File: src/rtl/mux_pkg.sv
// Shared widths and types for the 8-to-1 bit-select leaf cell.
package mux_pkg;
  localparam int unsigned NUM_IN = 8;
  localparam int unsigned SEL_W  = 3;

  typedef logic [SEL_W-1:0]  sel_t;
  typedef logic [NUM_IN-1:0] data_t;
endpackage

File: src/rtl/mux_8to1_dec_3to8.sv
// Combinational 3-to-8 one-hot decoder used by the mux_8to1 one-hot build.
// The module exists only when MUX_8TO1_ONEHOT_EN is defined.
`ifdef MUX_8TO1_ONEHOT_EN
module dec_3to8
  import mux_pkg::*;
(
  input  logic [SEL_W-1:0]  s,
  output logic [NUM_IN-1:0] oh
);
  always_comb begin
    oh = '0;
    for (int unsigned i = 0; i < NUM_IN; i++) begin
      if (s == SEL_W'(i)) oh[i] = 1'b1;
    end
  end
endmodule
`endif

File: src/rtl/mux_8to1.sv
// 8-to-1 single-bit mux with same-cycle output y and registered y_q/s_q.
// Optional MUX_8TO1_ONEHOT_EN adds sel_oh/sel_oh_q and an AND-OR select path.
module mux_8to1
  import mux_pkg::*;
(
  input  logic              clk,
  input  logic              rst,
  input  logic [NUM_IN-1:0] v,
  input  logic [SEL_W-1:0]  s,
  output logic              y,
  output logic              y_q,
`ifdef MUX_8TO1_ONEHOT_EN
  output logic [NUM_IN-1:0] sel_oh,
  output logic [NUM_IN-1:0] sel_oh_q,
`endif
  output logic [SEL_W-1:0]  s_q
);
  logic       w_y;
  logic       r_y_q;
  sel_t       r_s_q;

`ifdef MUX_8TO1_ONEHOT_EN
  data_t w_oh;
  data_t r_oh_q;

  dec_3to8 u_dec (
    .s  (s),
    .oh (w_oh)
  );

  assign w_y      = |(v & w_oh);
  assign sel_oh   = w_oh;
  assign sel_oh_q = r_oh_q;

  always_ff @(posedge clk) begin
    if (rst) r_oh_q <= '0;
    else     r_oh_q <= w_oh;
  end
`else
  // Plain indexed select so an X/Z select propagates X rather than a default.
  assign w_y = v[s];
`endif

  always_ff @(posedge clk) begin
    if (rst) begin
      r_y_q <= 1'b0;
      r_s_q <= '0;
    end else begin
      r_y_q <= w_y;
      r_s_q <= s;
    end
  end

  assign y   = w_y;
  assign y_q = r_y_q;
  assign s_q = r_s_q;
endmodule

File: config.mk
export PLATFORM = sky130hd
export DESIGN_NAME = mux_8to1
export DESIGN_NICKNAME = d
export VERILOG_FILES = /design/src/rtl/mux_pkg.sv /design/src/rtl/mux_8to1_dec_3to8.sv /design/src/rtl/mux_8to1.sv
export SDC_FILE = /design/constraint.sdc
export NUM_CORES = 1
export LEC_CHECK = 0
export CAP_MARGIN = 20
export CORE_AREA = 2 2 39 41
export CTS_CLUSTER_DIAMETER = 50
export DETAILED_ROUTE_END_ITERATION = 6
export DIE_AREA = 0 0 41 43
export SETUP_SLACK_MARGIN = 0.3
export SYNTH_ARGS = -nofsm -noshare
export SYNTH_HDL_FRONTEND = slang
export SYNTH_HIERARCHICAL = 1
export SYNTH_SLANG_ARGS = --single-unit
File: constraint.sdc
create_clock -name clk -period 1.1 [get_ports clk]
set_input_delay 0.165 -clock clk [delete_from_list [all_inputs] [get_ports clk]]
set_output_delay 0.165 -clock clk [all_outputs]
set_load 0.01 [all_outputs]
Word-level counts from Yosys, hierarchy flattened
Index checks and enable logic that the tools add are counted.

Register bits: 4. Input port bits: 13. Output and inout port bits: 5.

Magnitude comparators: 1. Mux-type cells: 2.

Operator list (number): $lt 3x4->1 const B (1); $bmux 1 s3 (1); $mux 1 (1).

Depth between registers and ports, before layout
Word-level depth: 2. Mapped depth: 4.

Worst setup path before layout
No wires, ideal clock.

Path kind: input port to output port. From: input port s[0]. To: output port y. Arrival time: 0.961 ns. Data required time: 0.935 ns. Path slack: -0.026 ns. Cell stages on the path: 4. Path buffers: 1. Cell sequence: buf_6 > mux2i_1 > mux4_2 > inv_1.

Cells in the longest elaborated chain, start to end: 2.

Ends and longest elaborated chain: from (decl) (RTL line mux_8to1.sv:9) `input logic [SEL_W-1:0] s,`; $bmux 1 s3 (RTL line mux_8to1.sv:41) `assign w_y = v[s];`; $mux 1 (implied by the code) (RTL line mux_8to1.sv:41); to (decl) (RTL line mux_8to1.sv:10) `output logic y,`.

Every way passes these cells. The select of a mux whose other input is x is not followed.

Worst setup path after layout
Same ends and word-level chain as after synthesis.

==> results.yml <==
status:
  outcome: "complete, but fails checks"
  failing_checks: "setup timing"
clock_network:
  cts-hold-fix-buffers: 0
  cts-root-buf: "sky130_fd_sc_hd__clkbuf_4"
  htree_num_levels: 1
  tritoncts_num_sinks: 4
  tritoncts_clock_tree: "built"
  clock_path_buffers: 2
  path_clk_slew_ns: 0.04
  cts_buffers: 3
synth:
  synth.top_cell.area_share: 0.438
  synth-compound-area-share: 0
  mappedNetlistNets: 28
  synthAdderAreaFrac: 0
  syn-mean-instance-area_um2: 12.2
  synthCells: 15
  ys_seq_area_frac: 0.438
  netlist_area_um2: 183
  yosys_register_bits: 4
  yosys-top-cells-area: "sky130_fd_sc_hd__dfxtp_1, sky130_fd_sc_hd__mux2i_1, sky130_fd_sc_hd__mux4_2"
  synth-edff-count: 0
  yosys-top-cells-count: "sky130_fd_sc_hd__dfxtp_1, sky130_fd_sc_hd__mux2i_1, sky130_fd_sc_hd__nor2b_1"
  synth_async_sr_flop_share: 0
  post-synth-top-area-cell: "sky130_fd_sc_hd__dfxtp_1"
  synthMuxAreaShare: 0.342
  synth_simple_gate_area_share: 0.137
  ys_warns: 6
  number_of_distinct_library_cells_after_synthesis: 7
  largest_family_of_logic_cells_by_synthesized_area: "multiplexers"
  synth_xor_area_frac: 0
  dominantRegCellSynth: "sky130_fd_sc_hd__dfxtp_1"
route:
  drt_first_iter_violations: 0
  totalWireLength_um: 502
  detail_route.first_pass.iterations: 1
  route.detailed.vias_per_inst: 3.64
  post_route_drc: 0
  ant_nets: 0
  routed-via-count: 193
  routed_wl_per_cell_um: 9.47
sta:
  hold_violations: 0
  timing.max_slew.rel_slack: 0.890
  layout_min_cycle_time_ns: 1.21
  finalHoldWorstSlack_ns: 0.168
  timing.final.ws_setup_ns: -0.110
  fmax_mhz: 827
  grt_setup_unrepaired: "true"
  layout_worst_path_cycle_share: 1.10
  report.final.slew_viol_count: 0
  setup-violations-final: 2
  worst_slew_pin_tran_ns: 0.164
power_and_ir_drop:
  power_leakage_nw: 0.185
  cell_internal_pwr_w: 0.000354
  power.total_w: 0.000455
  power.switching_w: 0.000101
  combinationalPowerShare: 0.258
  power_frac_seq: 0.344
  power.clock.fraction: 0.398
  power_switching_share: 0.221
  worst_supply_voltage_drop_on_vdd_mv: 0.207
  pwr_cell_area_nw_per_um2: 1230
grt:
  global_route.usage.total: 0.0673
  antenna_violations_before_repair: 0
  number_of_global_route_vias_before_repair: 191
  gr-usage-met2: 0.0875
  gr-max-usage-layer: "met2"
  gr-usage-met3: 0.0524
  grt.met1_usage: 0.0548
  grt.overflow.total: 0
  grt_first_pass_wirelength_um: 669
  pin_count_of_the_biggest_net_entering_global_routing: 6
critical_path:
  path_max_fanout: 5
  slowest_delay_ns: 0.50
  worst_path_buf_inv: 3
  worst_setup_path_start_kind: "input port"
  critical_path_arrival_ns: 1.04
  timing.critical_path.slowest_stage_cell: "sky130_fd_sc_hd__mux4_2"
  path_cells: "buf_8 -> mux2i_1 -> mux4_2 -> inv_2 -> buf_6"
  critPathKind: "input port to output port"
  worst_path_dominant_cell_family: "multiplexers"
  cp.required_ns: 0.94
  timing.critical_path.to_type: "output port"
floorplan:
  floorplan.initialDensity: 0.132
  die_height_um: 43
  die_area_um2: 1760
  fp-row-count: 14
  die_width_um: 41
  ios: 18
  core_area_um2: 1380
hold_path:
  hold_class: "input port to flop"
cells_and_area:
  nFillCells: 161
  antenna-diode-count: 0
  multi_input_area_um2: 87.6
  fraction_of_final_layout_cells_with_drive_strength_greater_than_1: 0.541
  syn_to_final_growth_pct: 103
  finish.net_count: 52
  finish.utilization: 0.268
  sequential_cell_area_um2: 80.1
placed_design:
  place.port_buffers: 17
  gp_congestion: 0.679
job:
  drv.max_cap_violation_count: 0
[path summary, 6_finish.rpt]
kind / endpoint / cells past startpoint / startpoint
max: y / 5 / s[0]
min: s_q[0] / 2 / s[0]
[sequential cells by signal, indices dropped and copies added (netlist names)]
| signal | count |
|---|---|
| s_q | 3 |
| y_q | 1 |
[per-layer routing]
layer	share of wire	vias to the layer above
met5	0	-
met4	0.036	0
met3	0.19	2
met2	0.44	20
met1	0.33	77
li1	-	94
[final cells by class]
type	count	share of cell area
clock buffer	3	0.0608
inverter	1	0.0101
multi-input combinational	9	0.236
sequential	4	0.216
tap	16	0.0541
timing repair buffer	20	0.422
[placed cells by master, fill, tap and decap left out]
| cell | n |
|---|---|
| sky130_fd_sc_hd__buf_4 | 2 |
| sky130_fd_sc_hd__nor2_2 | 1 |
| sky130_fd_sc_hd__buf_8 | 1 |
| sky130_fd_sc_hd__dlygate4sd2_1 | 1 |
| sky130_fd_sc_hd__mux2i_1 | 4 |
| sky130_fd_sc_hd__clkdlybuf4s15_1 | 4 |
| sky130_fd_sc_hd__nor2b_1 | 3 |
| sky130_fd_sc_hd__buf_6 | 2 |
| sky130_fd_sc_hd__clkbuf_2 | 2 |
| sky130_fd_sc_hd__clkdlybuf4s50_1 | 1 |
| sky130_fd_sc_hd__clkbuf_4 | 3 |
| sky130_fd_sc_hd__mux4_2 | 1 |
| sky130_fd_sc_hd__dfxtp_1 | 4 |
| sky130_fd_sc_hd__buf_2 | 7 |
| sky130_fd_sc_hd__inv_2 | 1 |
[what timing repair did]
| action | 4_1_cts | 5_1_grt |
|---|---|---|
| hold endpoints to repair | 0 | 0 |
| setup endpoints to repair | 6 | 6 |
| resized for setup | 52 | 2 |
| setup buffers | 1 | 1 |
[kinds of logic after synthesis]
group	after synthesis
buf+inv	2
flops	4
mux	5
simple gates	4
[through the flow]
step                      TNS, ns  instance area, µm²  setup WS (ns)  std cells
final                      -0.149                 370         -0.110         53
after global routing       -0.201                 370         -0.142         53
after CTS                  -0.110                 373         -0.110         52
after detailed placement    -1.63                 369          -1.05         48
after global placement      -1.55                 369          -1.01         48
after floorplan           -0.0105                 186        -0.0105         15
[power groups by stage]
stage / clock network (W) / logic, W / registers (W)
6_report: 0.000181 / 0.000117 / 0.000157
5_1_grt: 0.000193 / 0.000127 / 0.000157
4_1_cts: 0.000191 / 0.000113 / 0.000157
3_5_place_dp: 0 / 0.000120 / 0.000159
3_3_place_gp: 0 / 0.000119 / 0.000159
2_1_floorplan: 0 / 0.0000371 / 0.000165
No activity file was read; power rests on OpenSTA's default activity.
